==> config.mk <==
export PLATFORM = sky130hd
export DESIGN_NAME = cdc_hs_tx
export DESIGN_NICKNAME = d
export VERILOG_FILES = /design/src/rtl/cdc_pkg.sv /design/src/rtl/cdc_sync_bit.sv /design/src/rtl/cdc_hs_tx.sv
export SDC_FILE = /design/constraint.sdc
export NUM_CORES = 1
export LEC_CHECK = 0
export CORE_ASPECT_RATIO = 0.6
export CORE_MARGIN = 4
export CORE_UTILIZATION = 45
export DETAILED_ROUTE_END_ITERATION = 8
export HOLD_SLACK_MARGIN = 0.02
export PLACE_DENSITY = 0.78
export SLEW_MARGIN = 20
export SYNTH_ARGS = -nofsm -noshare
export SYNTH_HDL_FRONTEND = slang
export SYNTH_SLANG_ARGS = --single-unit
export TNS_END_PERCENT = 100
==> constraint.sdc <==
create_clock -name CLK -period 1.5 [get_ports CLK]
set_input_delay 0.225 -clock CLK [delete_from_list [all_inputs] [get_ports CLK]]
set_output_delay 0.225 -clock CLK [all_outputs]
set_load 0.01 [all_outputs]
==> src/rtl/cdc_pkg.sv <==
// Shared definitions for the src2dest four-phase req/ack crossing.
// Used by both the source-side transmitter and the destination-side receiver.
package cdc_pkg;

    typedef enum logic [1:0] {
        IDLE     = 2'd0,
        REQ      = 2'd1,
        WAIT_LOW = 2'd2
    } state_e;

    localparam int DEF_DATAWIDTH   = 8;
    localparam int DEF_SYNC_STAGES = 2;

endpackage

==> src/rtl/cdc_sync_bit.sv <==
// Multi-flop single-bit level synchronizer with asynchronous active-low clear.
// Shared between the transmitter (ack path) and the receiver (req path).
module cdc_sync_bit #(
    parameter int STAGES = 2
) (
    input  logic clk_i,
    input  logic rst_ni,
    input  logic d_i,
    output logic q_o
);

    logic [STAGES-1:0] sync_q;

    always_ff @(posedge clk_i or negedge rst_ni) begin
        if (!rst_ni) begin
            sync_q <= '0;
        end else begin
            sync_q <= {sync_q[STAGES-2:0], d_i};
        end
    end

    assign q_o = sync_q[STAGES-1];

endmodule

==> src/rtl/cdc_hs_tx.sv <==
// Source-side four-phase req/ack transmitter: captures one upstream word, raises
// tx_req, and waits for the synchronized ack to rise and fall before the next word.
module cdc_hs_tx
    import cdc_pkg::*;
#(
    parameter int DATAWIDTH   = DEF_DATAWIDTH,
    parameter int SYNC_STAGES = DEF_SYNC_STAGES,
    parameter int CNTWIDTH    = 16
) (
    input  logic                 CLK,
    input  logic                 RSTn,
    input  logic [DATAWIDTH-1:0] in_data,
    input  logic                 in_valid,
    output logic                 in_ready,
    output logic [DATAWIDTH-1:0] tx_data,
    output logic                 tx_req,
    input  logic                 tx_ack,
    output logic                 xfer_done,
    output logic [CNTWIDTH-1:0]  xfer_cnt,
    output logic                 proto_err
);

    state_e                state_q, state_d;
    logic [DATAWIDTH-1:0]  data_q, data_d;
    logic                  req_q, req_d;
    logic                  done_q, done_d;
    logic [CNTWIDTH-1:0]   cnt_q, cnt_d;
    logic                  err_q, err_d;
    logic                  ack_s;
    logic                  accept;

    // tx_ack is asynchronous to CLK; nothing else in this block may look at it.
    cdc_sync_bit #(
        .STAGES (SYNC_STAGES)
    ) u_ack_sync (
        .clk_i  (CLK),
        .rst_ni (RSTn),
        .d_i    (tx_ack),
        .q_o    (ack_s)
    );

    always_ff @(posedge CLK or negedge RSTn) begin
        if (!RSTn) begin
            state_q <= IDLE;
            data_q  <= '0;
            req_q   <= 1'b0;
            done_q  <= 1'b0;
            cnt_q   <= '0;
            err_q   <= 1'b0;
        end else begin
            state_q <= state_d;
            data_q  <= data_d;
            req_q   <= req_d;
            done_q  <= done_d;
            cnt_q   <= cnt_d;
            err_q   <= err_d;
        end
    end

    always_comb begin
        state_d = IDLE;
        case (state_q)
            IDLE:     state_d = accept ? REQ : IDLE;
            REQ:      state_d = ack_s ? WAIT_LOW : REQ;
            WAIT_LOW: state_d = ack_s ? WAIT_LOW : IDLE;
            default:  state_d = IDLE;
        endcase
    end

    always_comb begin
        in_ready = (state_q == IDLE) && !ack_s;
        accept   = in_valid && in_ready;
        data_d   = data_q;
        req_d    = 1'b0;
        done_d   = 1'b0;
        cnt_d    = cnt_q;
        // An ack seen with no request outstanding is latched until reset.
        err_d    = err_q | ((state_q == IDLE) && ack_s);
        case (state_q)
            IDLE: begin
                if (accept) begin
                    data_d = in_data;
                    req_d  = 1'b1;
                end
            end
            REQ: begin
                req_d = !ack_s;
            end
            WAIT_LOW: begin
                if (!ack_s) begin
                    done_d = 1'b1;
                    cnt_d  = cnt_q + 1'b1;
                end
            end
            default: begin
                req_d = 1'b0;
            end
        endcase
    end

    assign tx_data   = data_q;
    assign tx_req    = req_q;
    assign xfer_done = done_q;
    assign xfer_cnt  = cnt_q;
    assign proto_err = err_q;

endmodule

## Word-level counts from Yosys, hierarchy flattened

Index checks and enable logic that the tools add are counted.

| word-level totals | value |
|---|---|
| flip-flop bits (word level) | 31 |
| input bits | 12 |
| logic and storage cells | 27 |

| cells by class | value |
|---|---|
| add/subtract/negate cells | 1 |
| equal/unequal tests | 2 |
| mux-type cells | 8 |
| bitwise gates (word level) | 2 |
| reductions and logical operators | 7 |

Operators with widths:

| cell | number |
|---|---|
| $add 16x1->16 const B | 1 |
| $pmux 2 s3 | 1 |
| $mux 1 | 4 |
| $mux 2 | 2 |
| $reduce_and 2->1 | 2 |
| $logic_and 1x1->1 | 3 |
| $eq 2x1->1 const B | 1 |
| $eq 2x2->1 const B | 1 |
| $logic_not 2->1 | 1 |
| $pmux 1 s2 | 1 |
| $logic_not 1->1 | 1 |
| $not 1->1 | 1 |
| $or 1x1->1 | 1 |

## Depth between registers and ports, before layout

Gate-level depths: netlist of the first run.

| depth | value |
|---|---|
| depth in word-level cells | 5 |
| depth in mapped cells | 5 |
| mapped depth without buffers | 4 |

## By module

From an unflattened synthesis of the first run, not the netlist that was laid out.

| unflattened totals | value |
|---|---|
| cell total of the unflattened synthesis | 94 |
| area total of the unflattened synthesis | 1233.7 um^2 |

By module, submodules not included:

| module | instances | cells each | area an instance (um^2) |
|---|---|---|---|
| cdc_hs_tx | 1 | 92 | 1183.6 |
| cdc_sync_bit | 1 | 2 | 50.0 |

## Worst setup path after synthesis of the first run

OpenSTA, ideal clock, no wires.

| path | value |
|---|---|
| kind | register -> register |
| from | register u_ack_sync.sync_q[1] |
| to | register data_q[0], in the netlist tx_data[0] |
| library setup time | 0.127 ns |
| data arrival time | 1.401 ns |
| required time | 1.373 ns |
| setup slack | -0.029 ns |
| stages on the path, launching flop included | 5 |
| buffers on the path | 1 |
| period minus slack after synthesis | 1.529 ns |
| path through | dfrtp_1 nor3_1 and2_1 buf_4 mux2_1 |

| on the way | value |
|---|---|
| cells in the longest elaborated chain, start to end | 4 |

RTL lines:

| item | RTL line | source |
|---|---|---|
| from (decl) | cdc_sync_bit.sv:12 | `logic [STAGES-1:0] sync_q;` |
| from (signal assigned) | cdc_sync_bit.sv:18 | `sync_q <= {sync_q[STAGES-2:0], d_i};` |
| $logic_not 1->1 | - |  |
| $logic_and 1x1->1 | cdc_hs_tx.sv:71 | `in_ready = (state_q == IDLE) && !ack_s;` |
| net in_ready | cdc_hs_tx.sv:14 | `output logic in_ready,` |
| $logic_and 1x1->1 | cdc_hs_tx.sv:72 | `accept = in_valid && in_ready;` |
| $reduce_and 2->1 (no source line) | - |  |
| to (signal assigned) | cdc_hs_tx.sv:52 | `data_q <= data_d;` |
| to (decl) | cdc_hs_tx.sv:24 | `logic [DATAWIDTH-1:0] data_q, data_d;` |

The timed path passes the listed nets, and every way through them passes these cells.
A chain may end at the register's enable or synchronous reset.

## Worst setup path after layout of the first run

| path | value |
|---|---|
| from | register cnt_q[5], in the netlist xfer_cnt[5] |
| to | output xfer_cnt[5] |

RTL lines:

| item | RTL line | source |
|---|---|---|
| from (decl) | cdc_hs_tx.sv:27 | `logic [CNTWIDTH-1:0] cnt_q, cnt_d;` |
| from (signal assigned) | cdc_hs_tx.sv:55 | `cnt_q <= cnt_d;` |
| to (decl) | cdc_hs_tx.sv:19 | `output logic [CNTWIDTH-1:0] xfer_cnt,` |

No word-level cell between the ends.

==> flow_summary_export.csv, run 1 <==
group,metric,value,unit
critical_path,cp.required,1.27,ns
clock_tree,clockBufferDepth,2,
cells_and_area,multi_input_area,502,um^2
placed_design,place_area,1740,um^2
global_routing,antenna_found_initial,0,
sta,max_freq,685,MHz
placed_design,place_hpwl,2230,um
yosys,syn_nets,106,
global_routing,grt_pass1_vias,966,
power_and_ir_drop,ir_drop,0.000786,V
critical_path,worst_setup_path_end_kind,"primary output",
critical_path,cpPeakStageDelay,0.56,ns
sta,max_slew_margin,0.748,
cells_and_area,final_layout_size_suffix_gt1_frac,0.243,
die,die_h,49.3,um
drt,ant_nets,0,
job,maxCapViolCount,0,
sta,hold_slack,0.336,ns
sta,setup_ws,0.0408,ns
die,core_area,2610,um^2
sta,finalCritPeriodShare,0.973,
critical_path,slowest_stage,"clkdlybuf4s50_1",
critical_path,ff2ff_path_depth,6,
yosys,ys_warn_count,0,
die,start_util,0.489,
yosys,ys_types,23,
cells_and_area,final_nets,164,
cells_and_area,fin_util,0.733,
critical_path,critPathBufInv,1,
cells_and_area,regArea,782,um^2
critical_path,cp_cell_sequence,"clkdlybuf4s50_1",
cells_and_area,design_area,1910,um^2
drt,post-route-drc-count,0,
critical_path,arrival,1.23,ns
placed_design,gp_congestion,0.761,
clock_tree,clock-root-buffer,"clkbuf_8",
global_routing,grt_max_degree,32,
power_and_ir_drop,pwr_density_cell,1180,nW/um^2
clock_tree,clkLatencyLatePin,0.28,ns
drt,routed_via_density,5.11,
placed_design,port_buffers,39,
critical_path,crit_family,"buffers and inverters",
clock_tree,cts_tree,"done",
outcome,status,"completed",
drt,drt_first_iter_violations,37,
drt,wirelength,3150,um
yosys,postSynthCellCount,93,
sta,setup_viol,0,
global_routing,grt_usage,0.178,
drt,drt_first_pass_iters,4,
critical_path,crit_type,"flip-flop to primary output",
clock_tree,cts_sinks,31,
clock_tree,htree_levels,2,
critical_path,path_depth,1,
sta,fin_setup_tns,0,ns
global_routing,overflow,0,
cells_and_area,fillers,170,
global_routing,grt_pass1_wl,5060,um
sta,fin_skew,0.00667,ns
yosys,ys_ff_latch,31,
drt,routedWlPerCell,17.1,um
power_and_ir_drop,p_leak,0.916,nW
critical_path,worstPathMaxFanout,3,
placed_design,dp_slack,0.0124,ns
drt,num_vias,940,
sta,worst_slew_pin_slew,0.378,ns
sta,final_max_slew_viol_count,0,
clock_tree,cts_made_buffers,5,
cells_and_area,antenna_cells,0,
cells_and_area,areaGrowthSynthToFinish,49.8,%
yosys,syn-cell-area,1280,um^2
sta,fin_crit,1.46,ns
worst_hold_path,hold_class,"primary input to asynchronous set/reset pin",
critical_path,startpoint_type,"flip-flop",
die,die_w,76.8,um
yosys,syn_avg_cell_area,13.7,um^2
yosys,yosysSeqAreaShare,0.607,
critical_path,ff2ff_setup_slack,0.05,ns
sta,final_hold_viol_count,0,
clock_tree,cts_hold_buf,0,
die,ios,40,
die,die_area,3780,um^2
die,rows,14,
clock_tree,clk_transition_reported_paths,0.06,ns
==> registers in the layout (all words and copies together), names as in the netlist <==
register / count
xfer_done: 1
tx_req: 1
proto_err: 1
state_q: 2
tx_data: 8
xfer_cnt: 16
u_ack_sync.sync_q: 2
==> logic make-up (layout without fill, tap and decap cells) <==
| kind of cell | Yosys count | count (layout) | synth area share |
|---|---|---|---|
| compound gates | 1 | 1 | 0.00588 |
| xor+xnor | 16 | 16 | 0.110 |
| fa+ha+maj | 1 | 1 | 0.00979 |
| buf+inv | 3 | 62 | 0.0176 |
| flops | 31 | 31 | 0.607 |
| mux | 9 | 9 | 0.0793 |
| simple gates | 32 | 32 | 0.170 |
==> synth_stat cells <==
master,n,share of area
mux2_2,1,0.0088
nor2_1,4,0.012
and2_4,1,0.0069
and4_4,1,0.0088
and3_1,2,0.0098
ha_1,1,0.0098
mux2_1,8,0.071
inv_1,1,0.0029
buf_6,1,0.0088
and4_1,2,0.014
nand4_1,6,0.029
dfrtp_1,31,0.61
nand4_4,1,0.017
nand3_2,1,0.0078
xor2_1,5,0.034
nand2_1,5,0.015
a21o_1,1,0.0059
xnor2_1,11,0.075
nor2_2,1,0.0049
and2_1,3,0.015
buf_4,1,0.0059
nor3_1,3,0.012
nor3b_2,2,0.020
==> cell type report <==
| type | instances | share of cell area |
|---|---|---|
| Clock buffer | 7 | 0.0399 |
| Multi-Input combinational cell | 59 | 0.262 |
| Sequential cell | 31 | 0.409 |
| Timing Repair Buffer | 53 | 0.264 |
| Clock inverter | 1 | 0.00262 |
| Tap cell | 32 | 0.0209 |
| Inverter | 1 | 0.00196 |
==> final timing paths <==
kind,start,endpoint
worst max-delay path,xfer_cnt[5],xfer_cnt[5]
worst min-delay path,RSTn,tx_data[0]
worst max register to register,state_q[0],xfer_cnt[12]
worst min register to register,u_ack_sync.sync_q[0],u_ack_sync.sync_q[1]
max in group asynchronous,RSTn,xfer_cnt[10]
min in group CLK,u_ack_sync.sync_q[0],u_ack_sync.sync_q[1]
==> through the flow <==
stage / cells / total power [W]
2_1_floorplan: 93 / 0.00130
3_3_place_gp: 168 / 0.00163
3_5_place_dp: 168 / 0.00167
4_1_cts: 176 / 0.00228
5_1_grt: 184 / 0.00239
6_report: 184 / 0.00226
==> worst register-to-register path, stage by stage, from the launching register on <==
cell and delay, ns:
dfrtp_2 0.47, nor3b_4 0.25, buf_4 0.15, buf_4 0.13
nand4_4 0.12, nor2_2 0.12, xor2_1 0.14
==> metal layers <==
metal	global-route usage	part of all wire	vias to the layer above
li1	-	-	434
met1	0.224	0.43	477
met2	0.272	0.51	21
met3	0.0535	0.034	8
met4	0.102	0.028	0
met5	0	0	-
==> power breakdown <==
group	internal, W	switching [W]
clock	0.000324	0.000279
sequential	0.000966	0.000119
combinational	0.000328	0.000247
==> cell usage in the layout (no fill, tap or decap), types with 3 or more instances in the layout <==
| master | n |
|---|---|
| xnor2_1 | 11 |
| dfrtp_2 | 5 |
| nand4_1 | 6 |
| clkdlybuf4s50_1 | 31 |
| clkbuf_8 | 5 |
| buf_4 | 13 |
| and2_1 | 3 |
| dlymetal6s2s_1 | 5 |
| nor2_1 | 3 |
| nand2_1 | 5 |
| mux2_1 | 8 |
| dfrtp_1 | 26 |
| xor2_1 | 5 |
==> what timing repair did <==
item,CTS,global route
cloned,0,0
buffers inserted,0,8
pin swaps,0,2
hold endpoints to repair,0,0
gates resized for setup,7,14
endpoints found under the setup margin,6,22
Power figures use the tool's default switching activity.
==> run 2: changes to the inputs <==
Settings changed: CTS_CLUSTER_SIZE set to 25.
==> results of run 2 <==
Final layout, timing and power as in run 1 (identical DEF).
